==> src/rtl/pmp_csr_pkg.sv <==
// Shared constants and types for the PMP CSR bank: cfg byte layout, address
// matching modes, CSR operation encodings and privilege levels.
package pmp_csr_pkg;

    localparam int          pmp_regions  = 16;
    localparam logic [11:0] csr_pmpcfg0  = 12'h3A0;
    localparam logic [11:0] csr_pmpaddr0 = 12'h3B0;

    localparam logic [1:0] u_mode = 2'b00;
    localparam logic [1:0] s_mode = 2'b01;
    localparam logic [1:0] m_mode = 2'b11;

    typedef enum logic [1:0] {
        A_OFF   = 2'd0,
        A_TOR   = 2'd1,
        A_NA4   = 2'd2,
        A_NAPOT = 2'd3
    } pmp_a_e;

    typedef enum logic [1:0] {
        CSR_READ = 2'd0,
        CSR_RW   = 2'd1,
        CSR_RS   = 2'd2,
        CSR_RC   = 2'd3
    } csr_op_e;

    typedef struct packed {
        logic       l;
        logic [1:0] rsvd;
        pmp_a_e     a;
        logic       x;
        logic       w;
        logic       r;
    } pmpcfg_type;

    typedef struct packed {
        logic        csr_valid;
        logic [11:0] csr_addr;
        csr_op_e     csr_op;
        logic [31:0] csr_wdata;
        logic [1:0]  priv_mode;
    } pmp_csr_in_type;

    typedef struct packed {
        logic [31:0] csr_rdata;
        logic        csr_rvalid;
        logic        csr_hit;
        logic        csr_illegal;
    } pmp_csr_out_type;

endpackage

==> src/rtl/pmp_cfg_warl.sv <==
// Combinational legaliser for one pmpcfg byte: a locked entry keeps its value,
// otherwise reserved bits are cleared and the reserved R=0/W=1 pair loses W.
module pmp_cfg_warl
    import pmp_csr_pkg::*;
(
    input  pmpcfg_type i_old,
    input  logic [7:0] i_wdata,
    output pmpcfg_type o_cfg
);

    always_comb begin
        o_cfg = i_old;
        if (!i_old.l) begin
            o_cfg      = pmpcfg_type'(i_wdata);
            o_cfg.rsvd = 2'b00;
            if (!o_cfg.r && o_cfg.w)
                o_cfg.w = 1'b0;
        end
    end

endmodule

==> src/rtl/pmp_csr.sv <==
// Machine-mode PMP CSR bank (pmpcfg0..3, pmpaddr0..15) with WARL/lock handling,
// registered read data and direct per-region cfg/addr outputs for the checker.
module pmp_csr
    import pmp_csr_pkg::*;
#(
    parameter int PMP_REGIONS = pmp_regions
) (
    input  logic                          i_clk,
    input  logic                          i_rst,
    input  logic                          i_csr_valid,
    input  logic [11:0]                   i_csr_addr,
    input  logic [1:0]                    i_csr_op,
    input  logic [31:0]                   i_csr_wdata,
    input  logic [1:0]                    i_priv_mode,
    output logic [31:0]                   o_csr_rdata,
    output logic                          o_csr_rvalid,
    output logic                          o_csr_hit,
    output logic                          o_csr_illegal,
    output pmpcfg_type [PMP_REGIONS-1:0]  o_pmpcfg,
    output logic [PMP_REGIONS-1:0][31:0]  o_pmpaddr
);

    localparam logic [4:0] NREG = 5'(PMP_REGIONS);

    pmpcfg_type  r_cfg  [16];
    logic [31:0] r_addr [16];
    logic [31:0] r_rdata;
    logic        r_rvalid;
    logic        r_hit;
    logic        r_illegal;

    logic        w_cfg_sel;
    logic        w_addr_sel;
    logic        w_hit;
    logic        w_m;
    logic        w_wr;
    logic [3:0]  w_idx;
    logic [3:0]  w_idx_nx;
    logic        w_idx_ok;
    logic        w_addr_lock;
    logic [31:0] w_old;
    logic [31:0] w_new;
    logic [3:0]  w_ridx [4];
    pmpcfg_type  w_warl [4];

    assign w_cfg_sel  = (i_csr_addr[11:2] == csr_pmpcfg0[11:2]);
    assign w_addr_sel = (i_csr_addr[11:4] == csr_pmpaddr0[11:4]);
    assign w_hit      = w_cfg_sel || w_addr_sel;
    assign w_m        = (i_priv_mode == m_mode);
    assign w_idx      = i_csr_addr[3:0];
    assign w_idx_nx   = w_idx + 4'd1;
    assign w_idx_ok   = ({1'b0, w_idx} < NREG);

    // Set/clear with a zero operand is a pure read and must not touch state.
    assign w_wr = i_csr_valid && w_hit && w_m && (i_csr_op != CSR_READ) &&
                  !((i_csr_op != CSR_RW) && (i_csr_wdata == 32'd0));

    // An entry is also frozen when the next entry is a locked TOR top bound.
    assign w_addr_lock = r_cfg[w_idx].l ||
                         ((({1'b0, w_idx} + 5'd1) < NREG) &&
                          r_cfg[w_idx_nx].l && (r_cfg[w_idx_nx].a == A_TOR));

    // Unimplemented entries are never written, so they read back as zero.
    always_comb begin
        w_old = '0;
        if (w_cfg_sel) begin
            for (int k = 0; k < 4; k++)
                w_old[8*k +: 8] = r_cfg[w_ridx[k]];
        end else if (w_addr_sel) begin
            w_old = r_addr[w_idx];
        end
    end

    always_comb begin
        w_new = w_old;
        case (i_csr_op)
            CSR_RW:  w_new = i_csr_wdata;
            CSR_RS:  w_new = w_old | i_csr_wdata;
            CSR_RC:  w_new = w_old & ~i_csr_wdata;
            default: w_new = w_old;
        endcase
    end

    for (genvar g = 0; g < 4; g++) begin : g_warl
        assign w_ridx[g] = {i_csr_addr[1:0], 2'(g)};
        pmp_cfg_warl u_warl (
            .i_old   (r_cfg[w_ridx[g]]),
            .i_wdata (w_new[8*g +: 8]),
            .o_cfg   (w_warl[g])
        );
    end

    always_ff @(posedge i_clk or negedge i_rst) begin
        if (!i_rst) begin
            for (int i = 0; i < 16; i++) begin
                r_cfg[i]  <= '0;
                r_addr[i] <= '0;
            end
            r_rdata   <= '0;
            r_rvalid  <= 1'b0;
            r_hit     <= 1'b0;
            r_illegal <= 1'b0;
        end else begin
            r_rvalid  <= i_csr_valid;
            r_hit     <= i_csr_valid && w_hit;
            r_illegal <= i_csr_valid && w_hit && !w_m;
            if (i_csr_valid)
                r_rdata <= (w_hit && w_m) ? w_old : 32'd0;
            if (w_wr && w_cfg_sel) begin
                for (int k = 0; k < 4; k++)
                    if ({1'b0, w_ridx[k]} < NREG)
                        r_cfg[w_ridx[k]] <= w_warl[k];
            end
            if (w_wr && w_addr_sel && w_idx_ok && !w_addr_lock)
                r_addr[w_idx] <= w_new;
        end
    end

    for (genvar g = 0; g < PMP_REGIONS; g++) begin : g_out
        assign o_pmpcfg[g]  = r_cfg[g];
        assign o_pmpaddr[g] = r_addr[g];
    end

    assign o_csr_rdata   = r_rdata;
    assign o_csr_rvalid  = r_rvalid;
    assign o_csr_hit     = r_hit;
    assign o_csr_illegal = r_illegal;

endmodule

==> config.mk <==
export PLATFORM = sky130hd
export DESIGN_NAME = pmp_csr
export DESIGN_NICKNAME = d
export VERILOG_FILES = /design/src/rtl/pmp_csr_pkg.sv /design/src/rtl/pmp_cfg_warl.sv /design/src/rtl/pmp_csr.sv
export SDC_FILE = /design/constraint.sdc
export NUM_CORES = 1
export LEC_CHECK = 0
export CORE_AREA = 2 2 282 284
export DETAILED_ROUTE_END_ITERATION = 16
export DIE_AREA = 0 0 284 286
export PLACE_DENSITY = 0.78
export SETUP_SLACK_MARGIN = 0.2
export SYNTH_ARGS = -nofsm -noshare
export SYNTH_HDL_FRONTEND = slang
export SYNTH_HIERARCHICAL = 1
export SYNTH_SLANG_ARGS = --single-unit
==> constraint.sdc <==
create_clock -name i_clk -period 3.3 [get_ports i_clk]
set_clock_uncertainty 0.15 [all_clocks]
set_input_delay 0.495 -clock i_clk [delete_from_list [all_inputs] [get_ports i_clk]]
set_output_delay 0.495 -clock i_clk [all_outputs]
set_load 0.05 [all_outputs]
* After elaboration in Yosys (flattened, before gate mapping)
Cells that the tools add are included.
Storage, ports and cells: register bits after elaboration 675, latch bits 0, RAM bits 0, bits in read-only memories 0, input bits 51, output and inout bits 675, word-level logic and storage cells 230, memories 0
Cells by class: add/subtract/negate cells 2, multiply operators 0, divide/modulo/power cells 0, order comparisons 12, equal/unequal tests 8, shift operators 0, multiplexer cells 51, bitwise gates (word level) 9, reductions and logical operators 32
Operators with widths (number):
- $bwmux 128 | 4
- $bwmux 512 | 1
- $mux 128 | 3
- $bmux 8 s4 | 6
- $mux 32 | 6
- $mux 8 | 20
- $bmux 32 s4 | 1
- $demux 32 s4 | 1
- $demux 8 s4 | 4
- $pmux 32 s3 | 1
- $and 32x32->32 | 1
- $logic_not 32->1 | 1
- $not 32->32 | 1
- $or 32x32->32 | 1
- $ge 5x5->1 const B | 6
- $not 4->5 | 6
- $lt 5x1->1 const B | 5
- $logic_and 1x1->1 | 21
- $eq 10x8->1 const B | 1
- $eq 8x6->1 const B | 1
- $logic_not 1->1 | 7
- $eq 2x2->1 const B | 3
- $add 4x1->5 const B | 1
- $lt 5x5->1 const B | 1
- other kinds (6) | 11

* Depth between registers and ports, before layout
Gate-level depths: netlist of run 1.
depth after elaboration 19, gate-level depth with buffers 15

* Modules after synthesis
Netlist of run 1, hierarchy kept.
By module, submodules not included:
- pmp_csr | times used 1, cells each 2206, area an instance 32794.0 um^2
- pmp_cfg_warl | times used 4, cells each 11, area an instance 105.1 um^2

* Least setup slack after synthesis of run 1
No wires, ideal clock.
path type input -> register, from in i_csr_addr[1], to reg r_addr, in the netlist o_pmpaddr[395], arrival 3819 ps, setup slack -796 ps, stages on the path 15, path buffers 7, path through buf_2 buf_2 buf_2 buf_2 inv_1 ha_1 clkbuf_1 nand3b_1 a211oi_1 o32a_1 and2_1 buf_4 nor4_4 buf_6 mux2_1
On the way: cells in the longest elaborated chain, start to end 10, elaborated cells between the ends (all ways) 35, those cells by class 2 x add/sub; 3 x order compare; 1 x eq/ne; 18 x mux; 5 x bitwise; 6 x reduce/logical
RTL lines:
- from (decl) | RTL line pmp_csr.sv:11 | input logic [11:0] i_csr_addr,
- $add 4x1->4 | RTL line pmp_csr.sv:51 | assign w_idx_nx = w_idx + 4'd1;
- $not 4->5 (not written as such) | RTL line pmp_csr.sv:61 | r_cfg[w_idx_nx].l && (r_cfg[w_idx_nx].a == A_TOR));
- $bmux 8 s4 | RTL line pmp_csr.sv:61
- $mux 8 (not written as such) (2 in a row) | RTL line pmp_csr.sv:61
- $eq 2x1->1 or $logic_and 1x1->1 (tied branches) | RTL line pmp_csr.sv:61, pmp_csr.sv:60
- $logic_and 1x1->1 | RTL line pmp_csr.sv:61
- $logic_or 1x1->1 | RTL line pmp_csr.sv:59 | assign w_addr_lock = r_cfg[w_idx].l ||
- $logic_not 1->1 | RTL line pmp_csr.sv:114 | if (w_wr && w_addr_sel && w_idx_ok && !w_addr_lock)
- $logic_and 1x1->1 | RTL line pmp_csr.sv:114
- to (signal, indexed assignment) | RTL line pmp_csr.sv:115 | r_addr[w_idx] <= w_new;
- to (decl) | RTL line pmp_csr.sv:26 | logic [31:0] r_addr [16];
Parallel ways exist; a longest one is shown, timed or not. The select of a mux whose other input is x is not followed. A chain may end at the register's enable or synchronous reset.

==> impl_summary.txt, run 1 <==
----------------------------------------------------
[Outcome]
  Outcome ... complete, no violations

[Synth]
  Yosys warning total ... 6
  Unique masters post-synth ... 63
  Commonest register cell after synthesis ... sky130_fd_sc_hd__dfrtp_1
  Synth Cell Area ... 0.03321 mm^2
  Post-Synthesis Cells ... 2250
  Fraction of registers with async set or reset after synthesis ... 100.0%
  Top cells by area in the synthesized netlist ... sky130_fd_sc_hd__dfrtp_1 51%, sky130_fd_sc_hd__mux2_2 16%, sky130_fd_sc_hd__mux4_2 11%
  Net count after synthesis ... 2305
  Number of storage elements in the synthesis netlist ... 675
  Post-synthesis sequential area ratio ... about half
  Post-synth EDFFs ... 0
  Fraction of synthesized cell area taken by the top area cell type ... a little over 50%
  Mapped Avg Cell Area ... roughly 15 um^2
  Cell accounting for the most synthesized area ... sky130_fd_sc_hd__dfrtp_1

[Setup path]
  Beginning of the critical path ... o_pmpcfg[119]
  Worst setup path end ... o_pmpcfg[23]
  Master of the slowest instance on the critical path ... sky130_fd_sc_hd__mux4_2
  Critical Path Max Stage Delay ... about 560 ps
  Critical Setup Path Class ... reg2reg
  Kind of cell adding the most delay to the critical path ... multiplexers
  Endpoint of the worst register-to-register path ... o_pmpcfg[23]
  Reg2Reg Depth ... 7
  Required @ worst endpoint ... between 3000 and 4000 ps
  Sum of buffers and inverters on the critical path ... 0
  Critical path startpoint category ... register
  Worst path cell trace ... mux4_2 -> nand4_1 -> o221ai_1 -> o311ai_2 -> o211ai_2 -> or2_1 -> mux2_2
  Worst-path fanout max ... 4
  Worst reg-to-reg setup slack ... 220 ps
  Critical Path AT ... between 3000 and 4000 ps
  Endpoint class of the critical path ... register
  Crit. path cell count ... 7
  RR Startpoint ... o_pmpcfg[119]

[Routing]
  Antenna Nets Post-Route ... 0
  Number of remaining DRC errors ... 0
  DR vias ... between 20000 and 30000
  Vias per inst ... 5.978
  Wirelength per Cell ... around 32 um
  Initial DRT Pass Iterations ... 5
  Drt total wl ... roughly 140000 um
  Starting DRT DRC Count ... ~2400

[STA]
  Final Hold Violating Endpoints ... 0
  Accumulated negative setup slack ... 0 ps
  Post-route clock period utilization ... 93.47%
  Post-layout minimum cycle time ... 3084 ps
  Number of pins exceeding their max-slew limit in the final report ... 0
  Measured slew at the worst slew-check pin ... around 800 ps
  Min setup slack post-route ... ~220 ps
  RSZ-0062 raised after global routing ... false
  Setup violations, final ... 0
  Slew headroom ... 47.50%
  Peak clock frequency supported by timing ... around 320 MHz

[Pwr]
  Cell internal pwr ... roughly 14 mW
  Net switching component of the power ... roughly 4.4 mW
  Proportion of total power due to net switching ... a little under a quarter
  P_leak ... about 21 nW
  VDD IR-drop max ... approximately 0.35 mV
  Sequential fraction of design power ... a little under half
  Share of power burned in the clock network ... 48.0%
  Power density relative to cell area ... between 300 and 400 mW/mm^2
  Combinational cell fraction of total power ... 6.7%

[Clock tree]
  Clock slew at the register clock pins of the worst setup and hold paths ... 60 ps
  CTS Buffer Depth ... 3
  TritonCTS clock tree ... done
  Clock sink count ... ~680
  Root buffer cell ... sky130_fd_sc_hd__clkbuf_16
  Num CTS Buffers ... 76
  H-Tree Level Count ... 3
  Clock Latency Late Sink ... ~630 ps

[Finish]
  Leading cell type in the layout, fill and taps excluded ... sky130_fd_sc_hd__clkdlybuf4s50_1
  Final design utilization ... between 60 and 70%
  Proportion of layout cells with a drive suffix above 1 ... 39.23%
  Commonest cells after routing, fill and taps aside ... 718 x sky130_fd_sc_hd__clkdlybuf4s50_1, 675 x sky130_fd_sc_hd__dfrtp_1, 436 x sky130_fd_sc_hd__mux2_2
  Final cell count without fillers ... approximately 4300
  Area grow syn2layout ... 41.65%
  Total number of nets in the final design ... approximately 3300
  Filler cells ... 6030

[Global route]
  Total global routing track utilization ... about a third
  Maximum number of pins on one net before global-route repair ... 94
  Initial antenna violation count ... 6
  Vias in the first global route ... between 20000 and 30000
  Grt ovf ... 0
  Global-route wire length before repair ... 194400 um

[Job]
  Number of violations of the max-capacitance limit ... 0

[Placed design]
  IO Port Bufs ... 725
  Post-DP HPWL ... slightly above 100000 um
  Total placed cells including tap cells ... a little over 4000
  Global placement routability congestion ... ~0.95
  Pre-CTS setup slack ... -509.5 ps

[Die]
  Y dimension of the die ... between 200 and 300 um
  Initial core utilization ... 42.39%
  Width of the die ... approximately 280 um
  Core region area ... ~0.078 mm^2
  Count of boundary I/O pins ... approximately 730
  Die ar. ... 0.08122 mm^2
  Num rows ... just over 100

[Worst hold path]
  Worst min path class ... in2async

----------------------------------------------------
[logic make-up (layout without fill, tap and decap cells)]
kind of cell / Yosys count / after routing / synth area share, %
muxes: 857 / 857 / 35.52
DFF: 675 / 675 / 50.86
buffers and inverters: 286 / 1291 / 4.848
and+or+nand+nor: 270 / 270 / 4.502
AOI/OAI and AO/OA: 156 / 156 / 4.053
adders and majority gates: 4 / 4 / 0.1507
xor gates and xnor gates: 2 / 2 / 0.07536
other: 0 / 4 / 0
[cell usage after synthesis, drive strengths merged (2+ instances only)]
master	number
a21boi	2
nand4	33
mux2	660
o21ai	4
mux4	166
o311ai	32
nor2	71
dfrtp	675
nand2	93
nand2b	3
ha	4
a311oi	2
nand3b	8
o22ai	32
nor2b	3
buf	151
a21oi	4
inv	99
or2	5
clkbuf	36
nor3	2
nor4	19
a221oi	3
o211ai	32
and3	2
and3b	2
nand3	13
mux2i	31
and2	10
a211oi	4
o221ai	32
[worst min path at each step]
stage | from | end | slack (ps) | cells after the start
finish | i_rst | o_pmpaddr[308] | 280 | 2
floorplan | i_rst | o_csr_hit | 50 | 0
global placement | o_pmpaddr[391] | o_pmpaddr[391] | 340 | 1
CTS | i_rst | o_pmpaddr[308] | 270 | 2
global route | i_rst | o_pmpaddr[372] | 330 | 2
detailed placement | i_rst | o_pmpaddr[308] | 350 | 1
[through the flow]
stage | area [um^2] | power [mW] | hold WS [ps]
after floorplan | 33570 | 8.961 | 49.41
after global placement | 44200 | 9.597 | 338.8
after detailed placement | 44200 | 9.625 | 346.8
after CTS | 46850 | 18.33 | 265.5
after global routing | 47050 | 18.79 | 329.6
final | 47050 | 18.29 | 283.5
[timing repair]
action                                  in CTS  in global routing
endpoints found under the hold margin       47                  0
setup buffers                                5                  9
hold buffers                                 1                  0
cloned                                       0                  1
pin swaps                                    4                 10
gates resized for setup                      4                 18
endpoints found under the setup margin     102                228
[per-layer routing]
metal | track usage (%) | share of wire [%]
met1 | 43.27 | 40
met2 | 51.60 | 46
met3 | 8.796 | 9.1
met4 | 14.51 | 4.6
met5 | 0 | 0.026
[flip-flops by register name, indices dropped and copies added, names as in the netlist]
register	flops
o_csr_rvalid	1
o_pmpaddr	512
o_csr_rdata	32
o_csr_illegal	1
o_csr_hit	1
o_pmpcfg	128
[power by group through the flow]
| stage | Clock [mW] | Combinational (mW) | Sequential, mW |
|---|---|---|---|
| after CTS | 8.85 | 1.20 | 8.28 |
| final | 8.79 | 1.22 | 8.28 |
| after floorplan | 0 | 0.527 | 8.43 |
| after global placement | 0 | 1.17 | 8.43 |
| after detailed placement | 0 | 1.20 | 8.43 |
| after global routing | 9.21 | 1.30 | 8.27 |
[cell type report]
type	count	area, um^2	area share, %
Clock buffer	100	2175	4.622
Tap cell	1050	1314	2.792
Inverter	99	374.1	0.7951
Clock inverter	31	390.4	0.8297
Timing Repair Buffer	1061	10810	22.97
Multi-Input combinational cell	1289	15090	32.07
Antenna cell	4	10.01	0.02127
Sequential cell	675	16890	35.90
Power figures use the tool's default switching activity.
==> inputs of run 2 (changes only) <==
--- a/config.mk
+++ b/config.mk
@@ -9,6 +9,7 @@
 export DETAILED_ROUTE_END_ITERATION = 16
 export DIE_AREA = 0 0 284 286
 export PLACE_DENSITY = 0.78
+export RECOVER_POWER = 50
 export SETUP_SLACK_MARGIN = 0.2
 export SYNTH_ARGS = -nofsm -noshare
 export SYNTH_HDL_FRONTEND = slang
==> impl_summary.txt, run 2 (same netlist as run 1, synthesis figures left out) <==
----------------------------------------------------
[Setup path]
  Sum of buffers and inverters on the critical path ... 0 (unchanged)
  Worst-path fanout max ... 4 (unchanged)
  Required @ worst endpoint ... 3650 ps (about the same)
  Kind of cell adding the most delay to the critical path ... multiplexers
  Critical path startpoint category ... register
  Critical Setup Path Class ... reg2reg
  Endpoint class of the critical path ... register
  Master of the slowest instance on the critical path ... sky130_fd_sc_hd__mux4_2
  Worst path cell trace ... mux4_2 -> nand4_1 -> o221ai_1 -> o311ai_2 -> o211ai_2 -> or2_1 -> mux2_2
  Critical Path AT ... 3440 ps (about the same)
  Critical Path Max Stage Delay ... 560 ps (about the same)

[Routing]
  DR vias ... 25810 (+0.19%)
  Antenna Nets Post-Route ... 0 (unchanged)
  Number of remaining DRC errors ... 0 (unchanged)
  Wirelength per Cell ... 31.63 um (-0.15%)
  Starting DRT DRC Count ... 2287 (-6.2%)
  Initial DRT Pass Iterations ... 7 (+2)
  Vias per inst ... 5.990 (+0.19%)
  Drt total wl ... 136300 um (-0.15%)

[Global route]
  Grt ovf ... 0 (unchanged)
  Vias in the first global route ... 26590 (unchanged)
  Global-route wire length before repair ... 194400 um (unchanged)
  Maximum number of pins on one net before global-route repair ... 94 (unchanged)
  Total global routing track utilization ... 32.95% (unchanged)
  Initial antenna violation count ... 7 (+1)

[STA]
  Final Hold Violating Endpoints ... 0 (unchanged)
  Number of pins exceeding their max-slew limit in the final report ... 94 (+94)
  Slew headroom ... -69.78% (-120 points)
  RSZ-0062 raised after global routing ... false
  Setup violations, final ... 0 (unchanged)
  Post-route clock period utilization ... 93.74% (+0.27 points)
  Measured slew at the worst slew-check pin ... 2547 ps (+1762 ps)
  Post-layout minimum cycle time ... 3093 ps (+9.066 ps)
  Peak clock frequency supported by timing ... 323.3 MHz (-0.29%)
  Worst hold slack after final layout ... 334.7 ps (+51.19 ps)
  Min setup slack post-route ... 206.6 ps (-9.066 ps)

[Die]
  Y dimension of the die ... 286 um (unchanged)
  Num rows ... 103 (unchanged)
  Count of boundary I/O pins ... 726 (unchanged)
  Core region area ... 0.07836 mm^2 (unchanged)
  Initial core utilization ... 42.39% (unchanged)
  Die ar. ... 0.08122 mm^2 (unchanged)
  Width of the die ... 284 um (unchanged)

[Clock tree]
  CTS Buffer Depth ... 3 (unchanged)
  Clock sink count ... 675 (unchanged)
  Root buffer cell ... sky130_fd_sc_hd__clkbuf_16
  Clock slew at the register clock pins of the worst setup and hold paths ... 60 ps (about the same)
  Num CTS Buffers ... 76 (unchanged)
  H-Tree Level Count ... 3 (unchanged)
  TritonCTS clock tree ... done
  Clock Latency Late Sink ... 630 ps (about the same)

[Placed design]
  Pre-CTS setup slack ... -509.5 ps (unchanged)
  Global placement routability congestion ... 0.9520 (unchanged)
  Post-DP HPWL ... 101900 um (unchanged)
  IO Port Bufs ... 725 (unchanged)

[Finish]
  Area grow syn2layout ... 41.49%
  Leading cell type in the layout, fill and taps excluded ... sky130_fd_sc_hd__dfrtp_1
  Final design utilization ... 59.98% (-0.067 points)
  Proportion of layout cells with a drive suffix above 1 ... 39.05% (-0.18 points)
  Total number of nets in the final design ... 3257 (unchanged)
  Filler cells ... 6040 (+0.17%)
  Area occupied by multi-input gates ... 0.01509 mm^2 (unchanged)
  Area used by sequential logic in the layout ... 0.01689 mm^2 (unchanged)
  Flip-flop count of the largest register, all copies and words added ... 512 (unchanged)
  Commonest cells after routing, fill and taps aside ... 675 x sky130_fd_sc_hd__dfrtp_1, 436 x sky130_fd_sc_hd__mux2_2, 415 x sky130_fd_sc_hd__clkdlybuf4s50_1

[Outcome]
  Violated checks ... max-capacitance violations, max-slew violations
  Outcome ... finished, violations left

[Pwr]
  Design Power ... 18.28 mW (about the same)
  VDD IR-drop max ... 0.3541 mV (about the same)
  P_leak ... 22.15 nW (+5.0%)
  Power density relative to cell area ... 388.9 mW/mm^2 (about the same)

[Worst hold path]
  Worst min path class ... in2reg

[Job]
  Number of violations of the max-capacitance limit ... 2 (+2)

----------------------------------------------------
run 2: cell count changes in the layout (fill, tap and decap cells not counted), sizes merged:
cell | before | now
clkdlybuf4s50 | 718 | 415
clkbuf | 102 | 111
buf | 340 | 331
dlygate4sd3 | 1 | 304
run 2: where the power goes:
group	internal, mW	switching [mW]
clock network	5.20	3.59
logic	0.432	0.783
registers	8.28	0.000176
run 2: metal layers:
metal  part of all wire, %  track usage [%]  vias to the layer above
met4                   4.7            14.51                        6
li1                      -                -                    10350
met1                    40            43.27                    13600
met3                   9.2            8.796                      325
met5                 0.038                0                        -
met2                    46            51.60                     1534
run 2: cell type report:
class,instances,share of cell area [%]
Clock buffer,100,4.627
Tap cell,1050,2.795
Inverter,99,0.7960
Clock inverter,31,0.8306
Sequential cell,675,35.94
Timing Repair Buffer,1061,22.88
Antenna cell,4,0.02130
Multi-Input combinational cell,1289,32.11
run 2: stage by stage:
| stage | setup TNS [ps] | cells | instance area [um^2] |
|---|---|---|---|
| 3_5_place_dp | -186860 | 4158 | 44200 |
| 5_1_grt | 0 | 4308 | 46990 |
| 2_1_floorplan | -48590 | 2250 | 33570 |
| 3_3_place_gp | -183520 | 4158 | 44200 |
| 4_1_cts | 0 | 4295 | 46850 |
| 6_report | 0 | 4309 | 47000 |
run 2: worst reg2reg max path: stages (launching register included):
cell	delay, ps
sky130_fd_sc_hd__dfrtp_1	460
sky130_fd_sc_hd__mux4_2	560
sky130_fd_sc_hd__nand4_1	260
sky130_fd_sc_hd__o221ai_1	240
sky130_fd_sc_hd__o311ai_2	330
sky130_fd_sc_hd__o211ai_2	270
sky130_fd_sc_hd__or2_1	390
sky130_fd_sc_hd__mux2_2	300
run 2: path summary, 6_finish.rpt:
| check | start | endpoint | slack [ps] | depth (start not counted) |
|---|---|---|---|---|
| setup / recovery | o_pmpcfg[119] | o_pmpcfg[23] | 210 | 7 |
| hold / removal | i_priv_mode[0] | o_csr_illegal | 330 | 2 |
| setup reg to reg | o_pmpcfg[119] | o_pmpcfg[23] | 210 | 7 |
| hold reg to reg | o_pmpaddr[41] | o_pmpaddr[41] | 370 | 1 |
| max in group asynchronous | i_rst | o_pmpaddr[122] | 470 | 3 |
| min in group asynchronous | i_rst | o_pmpaddr[308] | 800 | 2 |
run 2: timing repair:
action / 4_1_cts / 5_1_grt
setup buffers: 5 / 9
hold endpoints to repair: 47 / 0
setup endpoints to repair: 102 / 228
hold buffers: 1 / 0
cloned: 0 / 1
resized for setup: 4 / 18
pin swaps: 4 / 10
==> inputs of run 3 (changes only) <==
--- a/config.mk
+++ b/config.mk
@@ -8,6 +8,7 @@
 export CORE_AREA = 2 2 282 284
 export DETAILED_ROUTE_END_ITERATION = 16
 export DIE_AREA = 0 0 284 286
+export GPL_TIMING_DRIVEN = 1
 export PLACE_DENSITY = 0.78
 export RECOVER_POWER = 50
 export SETUP_SLACK_MARGIN = 0.2
==> results of run 3 <==
Final layout, timing and power as in run 2 (identical DEF).
